$ cat src/rtl/fetch_pkg.sv
`default_nettype none
// ============================================================================
//  Module      : fetch_pkg
//  Description : Shared types and constants for the instruction fetch stage.
//  Revision    : 1.0  initial release
// ============================================================================
package fetch_pkg;

    // Fetch sequencer states
    typedef enum logic [2:0] {
        BOOT    = 3'd0,
        ISSUE   = 3'd1,
        WAIT    = 3'd2,
        PRESENT = 3'd3,
        FAULT   = 3'd4
    } fetch_state_t;

    localparam int         INSTR_BYTES = 4;
    localparam logic [1:0] ALIGN_MASK  = 2'b11;

    // A PC is legal only when it lands on an instruction boundary
    function automatic logic pc_misaligned(input logic [1:0] i_lsb);
        return (i_lsb & ALIGN_MASK) != 2'b00;
    endfunction

endpackage : fetch_pkg
`default_nettype wire

$ cat src/rtl/fetch_pc_reg.sv
`default_nettype none
// ============================================================================
//  Module      : fetch_pc_reg
//  Description : Architectural PC register with load enable. The alignment
//                flag looks at the value about to be loaded so the sequencer
//                can divert to FAULT on the same edge as the load.
//  Revision    : 1.0  initial release
// ============================================================================
module fetch_pc_reg
    import fetch_pkg::*;
#(
    parameter int ADDR_W = 64
) (
    input  logic              clk,
    input  logic              rst_n,
    input  logic              i_load,
    input  logic [ADDR_W-1:0] i_pc,
    output logic [ADDR_W-1:0] o_pc,
    output logic              o_misaligned
);

    logic [ADDR_W-1:0] r_pc;

    // Capture a new PC whenever the sequencer requests a load
    always_ff @(posedge clk or negedge rst_n) begin
        if (!rst_n) begin
            r_pc <= '0;
        end else if (i_load) begin
            r_pc <= i_pc;
        end
    end

    assign o_pc         = r_pc;
    assign o_misaligned = pc_misaligned(i_pc[1:0]);

endmodule : fetch_pc_reg
`default_nettype wire

$ cat src/rtl/fetch_unit.sv
`default_nettype none
// ============================================================================
//  Module      : fetch_unit
//  Description : Multi-cycle instruction fetch stage. One outstanding memory
//                read at a time; the fetched instruction is held until the
//                downstream stage accepts it together with the next PC.
//  Revision    : 1.0  initial release
// ============================================================================
module fetch_unit
    import fetch_pkg::*;
#(
    parameter int ADDR_W  = 64,
    parameter int INSTR_W = 32,
    parameter int CNT_W   = 32
) (
    input  logic               CLK,
    input  logic               Reset_L,
    input  logic [ADDR_W-1:0]  StartPC,
    output logic               ImemReqValid,
    input  logic               ImemReqReady,
    output logic [ADDR_W-1:0]  ImemAddr,
    input  logic               ImemRespValid,
    input  logic [INSTR_W-1:0] ImemRespData,
    output logic               InstrValid,
    input  logic               InstrReady,
    output logic [INSTR_W-1:0] Instr,
    output logic [ADDR_W-1:0]  InstrPC,
    input  logic [ADDR_W-1:0]  NextPC,
    input  logic               NextPCValid,
    output logic               Fault,
    output logic [CNT_W-1:0]   RetireCount
);

    fetch_state_t       r_state;
    logic               r_req_valid;
    logic               r_instr_valid;
    logic               r_fault;
    logic [INSTR_W-1:0] r_instr;
    logic [CNT_W-1:0]   r_retire_cnt;

    logic               w_accept;
    logic               w_pc_load;
    logic [ADDR_W-1:0]  w_pc_d;
    logic [ADDR_W-1:0]  w_pc;
    logic               w_pc_misaligned;

    // Downstream takes the instruction only when it also supplies the next PC
    assign w_accept  = (r_state == PRESENT) && InstrReady && NextPCValid;
    assign w_pc_load = (r_state == BOOT) || w_accept;
    assign w_pc_d    = (r_state == BOOT) ? StartPC : NextPC;

    fetch_pc_reg #(
        .ADDR_W (ADDR_W)
    ) u_pc_reg (
        .clk          (CLK),
        .rst_n        (Reset_L),
        .i_load       (w_pc_load),
        .i_pc         (w_pc_d),
        .o_pc         (w_pc),
        .o_misaligned (w_pc_misaligned)
    );

    // Fetch sequencer; handshake outputs are registered alongside the state
    always_ff @(posedge CLK or negedge Reset_L) begin
        if (!Reset_L) begin
            r_state       <= BOOT;
            r_req_valid   <= 1'b0;
            r_instr_valid <= 1'b0;
            r_fault       <= 1'b0;
            r_instr       <= '0;
            r_retire_cnt  <= '0;
        end else begin
            unique case (r_state)
                BOOT: begin
                    if (w_pc_misaligned) begin
                        r_state <= FAULT;
                        r_fault <= 1'b1;
                    end else begin
                        r_state     <= ISSUE;
                        r_req_valid <= 1'b1;
                    end
                end
                ISSUE: begin
                    // Any response seen here belongs to no request of ours
                    if (ImemReqReady) begin
                        r_state     <= WAIT;
                        r_req_valid <= 1'b0;
                    end
                end
                WAIT: begin
                    if (ImemRespValid) begin
                        r_state       <= PRESENT;
                        r_instr       <= ImemRespData;
                        r_instr_valid <= 1'b1;
                    end
                end
                PRESENT: begin
                    if (w_accept) begin
                        // The instruction retires even if its successor PC is bad
                        r_retire_cnt  <= r_retire_cnt + CNT_W'(1);
                        r_instr_valid <= 1'b0;
                        if (w_pc_misaligned) begin
                            r_state <= FAULT;
                            r_fault <= 1'b1;
                        end else begin
                            r_state     <= ISSUE;
                            r_req_valid <= 1'b1;
                        end
                    end
                end
                FAULT: begin
                    r_state <= FAULT;
                end
                default: begin
                    r_state <= FAULT;
                    r_fault <= 1'b1;
                end
            endcase
        end
    end

    assign ImemReqValid = r_req_valid;
    assign ImemAddr     = w_pc;
    assign InstrValid   = r_instr_valid;
    assign Instr        = r_instr;
    assign InstrPC      = w_pc;
    assign Fault        = r_fault;
    assign RetireCount  = r_retire_cnt;

endmodule : fetch_unit
`default_nettype wire

$ cat config.mk
export PLATFORM = sky130hd
export DESIGN_NAME = fetch_unit
export DESIGN_NICKNAME = d
export VERILOG_FILES = /design/src/rtl/fetch_pkg.sv /design/src/rtl/fetch_pc_reg.sv /design/src/rtl/fetch_unit.sv
export SDC_FILE = /design/constraint.sdc
export NUM_CORES = 1
export LEC_CHECK = 0
export CAP_MARGIN = 20
export CORE_MARGIN = 8
export CORE_UTILIZATION = 42
export DETAILED_ROUTE_END_ITERATION = 7
export PLACE_DENSITY = 0.95
export SETUP_SLACK_MARGIN = 0.02
export SYNTH_ARGS = -nofsm -noshare
export SYNTH_HDL_FRONTEND = slang
export SYNTH_SLANG_ARGS = --single-unit
$ cat constraint.sdc
create_clock -name CLK -period 3.6 [get_ports CLK]
set_clock_uncertainty 0.05 [all_clocks]
set_input_delay 0.9 -clock CLK [delete_from_list [all_inputs] [get_ports CLK]]
set_output_delay 0.9 -clock CLK [all_outputs]
set_load 0.05 [all_outputs]
==> impl_metrics.csv, run 1 <==
group,metric,value,unit
placement,port_buffers,360,
timing,setup-tns-final,0,ps
synth,ys_seq_area_share,52.4,%
floorplanning,rows,45,
finish,design_area,10300,sq um
timing,worst_pin_slew,999,ps
floorplanning,fp.dieH,139,um
global_route,grt_max_degree,93,
cts,htreeDepth,4,
worst_setup_path,cp-startpoint,"RetireCount[2]",
synth,ys_ff_latch,134,
global_route,grt_first_pass_wirelength,33.8,mm
synth,syn_avg_cell_area,11.0,sq um
worst_setup_path,worst_path_dominant_cell_family,"buffers and inverters",
cts,ctsHoldBuffers,0,
synth,synthFlopType,"dfrtp_1",
power_and_ir_drop,p_leak,4.22,nW
synth,netlist_top_cells_area,"dfrtp_1, mux2i_1, buf_4",
drt,drtAntennaViolNets,0,
synth,netlist_instances,582,
drt,drt-vias-per-instance,5.10,
global_route,grt_pass1_vias,5856,
cts,post_cts_resize_count,0,
synth,synth-edff-count,0,
worst_setup_path,crit_cells,1,
worst_setup_path,crit_path_start_kind,"register",
synth,ys_top_cells_by_count,"dfrtp_1, nor2_1, a21oi_1, buf_4, mux2i_1",
min_path,min_path_type,"in2async",
drt,routedWlPerCell,20.6,um
drt,drtIter0Drc,254,
synth,async_reset_ff_share,100,%
cts,path_clk_slew,60,ps
timing,grt_setup_unrepaired,"false",
placement,dp_hpwl,16.8,mm
worst_setup_path,slowest_delay,880,ps
synth,synth.distinct_cells,35,
drt,num_vias,5477,
worst_setup_path,r2r_cells,4,
drt,wirelength,22.1,mm
finish,nFillCells,1064,
worst_setup_path,cp_max_fo,8,
timing,clock.fmax,0.366,GHz
floorplanning,start_util,42.6,%
cts,cts_max_path_buffers,2,
worst_setup_path,timing.rr.start,"r_state[2]",
synth,yosysTopAreaCell,"dfrtp_1",
synth,synth_nets,749,
worst_setup_path,worst-endpoint-required,2650,ps
worst_setup_path,timing.rr.end,"u_pc_reg.o_pc[61]",
worst_setup_path,reg2reg_setup_slack,1290,ps
placement,place.gp.congestion,0.852,
timing,fin_crit,2730,ps
finish,areaGrowthSynthToFinish,60.7,%
worst_setup_path,crit_arrival,1780,ps
outcome,outcome,"finished clean",
power_and_ir_drop,ir_worst_vdd,312,uV
worst_setup_path,cp_cell_sequence,"clkdlybuf4s50_1",
worst_setup_path,cp.buffers_inverters,1,
timing,setup_viol,0,
power_and_ir_drop,powerDensity,383,nW/um^2
global_route,grt_overflow,0,
worst_setup_path,crit_end,"RetireCount[2]",
floorplanning,dieArea,19400,sq um
timing,max-slew-margin-rel,33.4,%
floorplanning,dieWidth,139,um
finish,antenna_cells,0,
cts,numCtsBuffers,17,
synth,syn_area,6400,sq um
worst_setup_path,crit_type,"reg2out",
global_route,antenna_found_initial,1,
timing,fin_crit_sh,76.0,%
cts,clk_latency,410,ps
cts,post_cts_buffers,0,
timing,drv_slew,0,
placement,dpl_cell_area,9710,sq um
drt,firstDrtPassIters,4,
job,maxCapViolCount,0,
cts,root_buffer,"clkbuf_16",
synth,synth_most_common_cell,"dfrtp_1",
cts,cts_tree,"built",
floorplanning,ioPinCount,361,
drt,remaining_drc_errors,0,
synth,yosysWarnings,0,
worst_setup_path,crit_slowest_cell,"clkdlybuf4s50_1",
timing,hold_viol,0,
floorplanning,coreArea,15000,sq um
finish,nNetsFinal,1041,
worst_setup_path,cp-end-kind,"output pin",
finish,drive_gt1_share,9.03,%
global_route,track_usage,22.4,%
cts,cts.sinks,134,
synth,synth_top_area_share,52.4,%
[power by group]
group	internal (W)	switching (W)	total [W]
logic	0.000306	0.000386	0.000692
clock network	0.00100	0.000662	0.00166
registers	0.00154	0.0000390	0.00158
total	0.00285	0.00109	0.00394
[worst min-delay path by stage]
stage | from | endpoint | slack [ps] | cells past startpoint
floorplan | Reset_L | Fault | 550 | 0
global placement | RetireCount[31] | RetireCount[31] | 410 | 1
detailed placement | RetireCount[5] | RetireCount[5] | 440 | 1
CTS | Reset_L | RetireCount[28] | 380 | 1
global route | Reset_L | RetireCount[28] | 390 | 1
finish | Reset_L | RetireCount[28] | 380 | 1
[state kept, by name, indices dropped and copies added, names as in the netlist]
| signal | flops |
|---|---|
| Fault | 1 |
| r_state | 3 |
| ImemReqValid | 1 |
| RetireCount | 32 |
| InstrValid | 1 |
| u_pc_reg.o_pc | 64 |
| Instr | 32 |
[routing by layer]
| metal | vias to the layer above | track usage [%] | wire, um |
|---|---|---|---|
| met1 | 2667 | 24.5 | 8420 |
| met5 | - | 0 | 13 |
| met3 | 34 | 7.15 | 1520 |
| met4 | 2 | 8.09 | 409 |
| li1 | 2538 | - | - |
| met2 | 236 | 40.0 | 11800 |
[kinds of logic (layout without fill, tap and decap cells)]
logic type                 Yosys count  in the layout  share of synthesized area, %
buffers and inverters               99            403                          10.0
adders and majority gates            1              1                         0.196
muxes                               97             97                          15.8
and+or+nand+nor                    145            145                          11.1
AOI/OAI and AO/OA                   75             75                          6.16
xor gates and xnor gates            31             31                          4.24
DFF                                134            134                          52.4
[through the flow]
step,total power (W),setup slack [ps],util (%),cells,hold slack [ps]
floorplan,0.00196,1420,-,582,554
global placement,0.00229,686,64.6,1043,406
detailed placement,0.00231,611,64.6,1043,438
CTS,0.00397,853,68.4,1074,385
global route,0.00407,809,68.4,1074,394
finish,0.00394,866,68.4,1074,377
[final cells by class]
type / count / area [sq um] / share of cell area, %
sequential: 134 / 3350 / 32.6
tap: 188 / 235 / 2.29
clock buffer: 20 / 467 / 4.54
inverter: 5 / 18.8 / 0.183
timing repair buffer: 367 / 3680 / 35.8
multi-input combinational: 349 / 2420 / 23.6
clock inverter: 11 / 101 / 0.986
[placed cells by master, fill, tap and decap left out, types with 2 or more instances in the layout]
cell / instances
a21oi_1: 68
a31oi_1: 2
and2_1: 2
and3_1: 7
and4_1: 3
buf_12: 2
buf_4: 5
clkbuf_16: 17
clkbuf_8: 3
clkdlybuf4s50_1: 359
clkinv_2: 3
clkinv_4: 2
clkinvlp_4: 4
dfrtp_1: 134
inv_1: 5
mux2_2: 33
mux2i_1: 64
nand2_1: 12
nand3_1: 11
nand4_1: 15
nand4b_1: 2
nor2_1: 72
nor3_1: 3
nor4_1: 7
or4_4: 2
xnor2_1: 23
xor2_1: 8
Note: power is estimated with default switching activity, not from simulation.
==> run 2, diff against run 1 <==
--- a/config.mk
+++ b/config.mk
@@ -7,9 +7,9 @@
 export LEC_CHECK = 0
 export CAP_MARGIN = 20
 export CORE_MARGIN = 8
-export CORE_UTILIZATION = 42
+export CORE_UTILIZATION = 35
 export DETAILED_ROUTE_END_ITERATION = 7
-export PLACE_DENSITY = 0.95
+export PLACE_DENSITY = 0.85
 export SETUP_SLACK_MARGIN = 0.02
 export SYNTH_ARGS = -nofsm -noshare
 export SYNTH_HDL_FRONTEND = slang
==> constraint.sdc (replaced) <==
create_clock -name CLK -period 2.26 [get_ports CLK]
set_clock_uncertainty 0.05 [all_clocks]
set_input_delay 0.565 -clock CLK [delete_from_list [all_inputs] [get_ports CLK]]
set_output_delay 0.565 -clock CLK [all_outputs]
set_load 0.05 [all_outputs]
==> impl_metrics.csv, run 2 (synthesized netlist as in run 1, its figures left out) <==
group,metric,value,unit
outcome,outcome,"finished clean",
global_route,grt_max_degree,67,
global_route,grt_first_pass_wirelength,32.4,mm
power_and_ir_drop,p_seq_share,39.8,%
floorplanning,start_util,35.6,%
floorplanning,fp.dieH,151,um
power_and_ir_drop,p_leak,5.18,nW
cts,root_buffer,"clkbuf_16",
worst_setup_path,cp_cell_sequence,"clkdlybuf4s50_1",
placement,dp_hpwl,17.0,mm
timing,max-slew-margin-rel,63.7,%
timing,hold_viol,0,
worst_setup_path,cp-end-kind,"output pin",
floorplanning,ioPinCount,361,
power_and_ir_drop,p_clk_share,43.6,%
finish,antenna_cells,0,
global_route,track_usage,18.2,%
drt,routedWlPerCell,19.2,um
timing,worst_pin_slew,543,ps
drt,remaining_drc_errors,0,
finish,largest_reg_flops,64,
floorplanning,rows,49,
finish,utilization,58.6,%
worst_setup_path,worst_path_dominant_cell_family,"buffers and inverters",
worst_setup_path,cp.buffers_inverters,1,
cts,path_clk_slew,60,ps
finish,nNetsFinal,1060,
finish,mostFrequentLayoutCell,"clkdlybuf4s50_1",
power_and_ir_drop,switching_share,27.9,%
finish,nFillCells,1553,
worst_setup_path,worst-endpoint-required,1640,ps
cts,cts.sinks,134,
cts,post_cts_buffers,0,
cts,htreeDepth,4,
placement,port_buffers,360,
timing,grt_setup_unrepaired,"false",
cts,cts_max_path_buffers,2,
cts,ctsHoldBuffers,0,
timing,fin_crit_sh,97.2,%
worst_setup_path,slowest_delay,820,ps
drt,drtAntennaViolNets,0,
global_route,grt_overflow,0,
power_and_ir_drop,comb_power_share,16.6,%
timing,fin_crit,2200,ps
power_and_ir_drop,ir_worst_vdd,563,uV
cts,clk_latency,410,ps
power_and_ir_drop,p_int,0.00456,W
job,maxCapViolCount,0,
min_path,min_path_type,"in2async",
worst_setup_path,reg2reg_setup_slack,280,ps
timing,clock.fmax,0.455,GHz
cts,cts_tree,"built",
global_route,antenna_found_initial,0,
drt,drt-vias-per-instance,4.84,
cts,numCtsBuffers,17,
worst_setup_path,crit_arrival,1580,ps
global_route,grt_pass1_vias,6038,
timing,layout_setup_ws,62.9,ps
floorplanning,coreArea,18000,sq um
worst_setup_path,cp_max_fo,2,
worst_setup_path,crit_slowest_cell,"clkdlybuf4s50_1",
power_and_ir_drop,powerDensity,600,nW/um^2
finish,areaGrowthSynthToFinish,64.6,%
worst_setup_path,crit_type,"reg2out",
drt,wirelength,21.7,mm
finish,drive_gt1_share,13.6,%
placement,dp_slack,-153,ps
floorplanning,dieWidth,151,um
placement,place.gp.congestion,0.812,
timing,drv_slew,0,
worst_setup_path,crit_path_start_kind,"register",
power_and_ir_drop,switchingPower,0.00176,W
floorplanning,dieArea,22900,sq um
drt,firstDrtPassIters,4,
finish,mostFrequentLayoutCells,"clkdlybuf4s50_1, dfrtp_1, dlygate4sd2_1",
drt,num_vias,5488,
drt,drtIter0Drc,201,
timing,setup_viol,0,
==> run 2: changes by cell type in the layout (fill, tap and decap cells not counted), moves of 2 or more <==
cell and change:
buf_4 +36, clkinvlp_4 -2, clkbuf_8 -2, dlymetal6s2s_1 +52, clkdlybuf4s50_1 -169, dlygate4sd2_1 +93
buf_12 +7, inv_6 +3
==> run 2: final cells by class <==
type | count | area (sq um) | share of cell area, %
Clock buffer | 18 | 439 | 4.17
Clock inverter | 13 | 146 | 1.39
Inverter | 5 | 18.8 | 0.178
Multi-Input combinational cell | 349 | 2420 | 23.0
Sequential cell | 134 | 3350 | 31.8
Tap cell | 229 | 287 | 2.72
Timing Repair Buffer | 386 | 3870 | 36.7
==> run 2: worst paths after layout <==
path | startpoint | end | depth (start not counted)
max reg2reg | r_state[1] | RetireCount[29] | 4
max in group asynchronous | Reset_L | u_pc_reg.o_pc[52] | 2
max | Instr[26] | Instr[26] | 1
min | Reset_L | RetireCount[5] | 1
min reg2reg | RetireCount[31] | RetireCount[31] | 1
min in group CLK | RetireCount[31] | RetireCount[31] | 1
==> run 2: routing by layer <==
metal	share of wire [%]	GRT usage [%]	vias up
li1	-	-	2570
met1	37	19.9	2667
met2	53	32.9	234
met3	8.5	6.18	17
met4	1.2	4.90	0
met5	0	0	-
==> run 2: power by group through the flow <==
stage | logic, W | clock network (W) | registers [W]
2_1_floorplan | 0.000369 | 0 | 0.00276
3_3_place_gp | 0.00109 | 0 | 0.00256
3_5_place_dp | 0.00111 | 0 | 0.00256
4_1_cts | 0.00106 | 0.00281 | 0.00252
5_1_grt | 0.00110 | 0.00293 | 0.00252
6_report | 0.00105 | 0.00276 | 0.00252
==> run 2: repair_timing <==
item / in CTS / in global routing
endpoints found under the hold margin: 0 / 0
setup endpoints to repair: 97 / 55
pin swaps: 0 / 0
gates resized for setup: 93 / 52
cloned: 0 / 0
==> run 2: stage by stage <==
step / cell area (sq um) / total power [W] / TNS (ps) / cells / hold WS, ps
global route: 10500 / 0.00655 / 0 / 1134 / 50.4
detailed placement: 9930 / 0.00367 / -5640 / 1103 / 419
finish: 10500 / 0.00632 / 0 / 1134 / 32.9
CTS: 10400 / 0.00640 / 0 / 1134 / 34.6
global placement: 9930 / 0.00366 / -2540 / 1103 / 408
floorplan: 6400 / 0.00312 / 0 / 582 / 219
==> run 3, diff against run 2 <==
--- a/config.mk
+++ b/config.mk
@@ -10,6 +10,7 @@
 export CORE_UTILIZATION = 35
 export DETAILED_ROUTE_END_ITERATION = 7
 export PLACE_DENSITY = 0.85
+export RECOVER_POWER = 50
 export SETUP_SLACK_MARGIN = 0.02
 export SYNTH_ARGS = -nofsm -noshare
 export SYNTH_HDL_FRONTEND = slang
==> impl_metrics.csv, run 3 (synthesized netlist as in run 1, its figures left out) <==
group,metric,value,unit
drt,num_vias,5500,
cts,cts.sinks,134,
cts,cts_tree,"built",
timing,clock.fmax,0.454,GHz
global_route,grt_overflow,0,
timing,fin_crit_sh,97.4,%
cts,cts_max_path_buffers,2,
cts,root_buffer,"clkbuf_16",
timing,max-slew-margin-rel,21.8,%
timing,drv_slew,0,
placement,port_buffers,360,
job,maxCapViolCount,0,
floorplanning,coreArea,18000,sq um
global_route,antenna_found_initial,0,
cts,clk_latency,410,ps
timing,layout_setup_ws,57.8,ps
drt,remaining_drc_errors,0,
power_and_ir_drop,powerDensity,614,nW/um^2
floorplanning,start_util,35.6,%
drt,drtAntennaViolNets,0,
worst_setup_path,crit_slowest_cell,"clkdlybuf4s50_1",
global_route,track_usage,18.2,%
worst_setup_path,cp.buffers_inverters,1,
placement,place.gp.congestion,0.812,
placement,dp_slack,-153,ps
cts,htreeDepth,4,
finish,utilization,57.1,%
drt,drtIter0Drc,198,
worst_setup_path,cp_max_fo,3,
floorplanning,rows,49,
finish,nNetsFinal,1060,
power_and_ir_drop,ir_worst_vdd,562,uV
finish,drive_gt1_share,10.5,%
drt,firstDrtPassIters,4,
timing,worst_pin_slew,1170,ps
worst_setup_path,worst-endpoint-required,1640,ps
timing,fin_crit,2200,ps
global_route,grt_pass1_vias,6038,
global_route,grt_max_degree,67,
worst_setup_path,cp-end-kind,"output pin",
finish,largest_reg_flops,64,
placement,dp_hpwl,17.0,mm
cts,ctsHoldBuffers,0,
timing,setup_viol,0,
cts,path_clk_slew,60,ps
worst_setup_path,crit_arrival,1590,ps
finish,design_area,10300,sq um
drt,wirelength,21.7,mm
global_route,grt_first_pass_wirelength,32.4,mm
worst_setup_path,crit_type,"reg2out",
timing,hold_viol,0,
floorplanning,dieArea,22900,sq um
finish,mostFrequentLayoutCell,"clkdlybuf4s50_1",
placement,dpl_cell_area,9930,sq um
min_path,min_path_type,"in2async",
finish,final_cells,1134,
outcome,outcome,"finished clean",
floorplanning,dieWidth,151,um
worst_setup_path,crit_path_start_kind,"register",
finish,antenna_cells,0,
finish,areaGrowthSynthToFinish,60.3,%
timing,grt_setup_unrepaired,"false",
floorplanning,ioPinCount,361,
worst_setup_path,cp_cell_sequence,"clkdlybuf4s50_1",
power_and_ir_drop,p_leak,4.84,nW
drt,drt-vias-per-instance,4.85,
floorplanning,fp.dieH,151,um
placement,place_inst,1103,
finish,mostFrequentLayoutCells,"clkdlybuf4s50_1, dfrtp_1, dlygate4sd2_1",
cts,numCtsBuffers,17,
worst_setup_path,worst_path_dominant_cell_family,"buffers and inverters",
drt,routedWlPerCell,19.2,um
worst_setup_path,slowest_delay,810,ps
run 3: changes by cell type in the layout (fill, tap and decap cells not counted), sizes merged:
| cell | previous run | this run |
|---|---|---|
| clkbuf | 18 | 66 |
| buf | 51 | 17 |
| dlymetal6s2s | 52 | 38 |
| clkdlybuf4s50 | 190 | 189 |
| dlygate4sd3 | 0 | 1 |
run 3: power by group:
group | internal [W] | switching, W
combinational | 0.000412 | 0.000609
clock | 0.00166 | 0.00110
sequential | 0.00246 | 0.0000566
total | 0.00453 | 0.00176
run 3: routing by layer:
layer  vias up  global-route usage (%)  wire, um
met5         -                       0         0
li1       2568                       -         -
met3        19                    6.18      1920
met1      2688                    19.9      8010
met4         0                    4.90       269
met2       225                    32.9     11500
run 3: path summary, 6_finish.rpt:
| kind | start | endpoint | slack [ps] | depth (start not counted) |
|---|---|---|---|---|
| min in group CLK | RetireCount[31] | RetireCount[31] | 420 | 1 |
| setup / recovery | u_pc_reg.o_pc[34] | ImemAddr[34] | 60 | 1 |
| setup reg to reg | r_state[1] | RetireCount[27] | 270 | 4 |
| max in group asynchronous | Reset_L | u_pc_reg.o_pc[15] | 400 | 2 |
| hold / removal | Reset_L | RetireCount[14] | 330 | 1 |
| hold reg to reg | RetireCount[31] | RetireCount[31] | 420 | 1 |
run 3: cell type report:
type,count,area (sq um)
multi-input combinational,349,2420
fill,1614,7710
clock buffer,18,439
clock inverter,13,146
tap,229,287
inverter,5,18.8
timing repair buffer,386,3590
sequential,134,3350
run 3: what timing repair did:
action,in CTS,in global routing
buffers inserted,0,0
resized for setup,93,52
hold endpoints to repair,0,0
endpoints found under the setup margin,97,55
gates cloned,0,0
run 3: stage by stage:
step / TNS (ps) / hold slack [ps] / total power, W
2_1_floorplan: 0 / 219 / 0.00312
3_3_place_gp: -2540 / 408 / 0.00366
3_5_place_dp: -5640 / 419 / 0.00367
4_1_cts: 0 / 34.6 / 0.00640
5_1_grt: 0 / 413 / 0.00652
6_report: 0 / 329 / 0.00630
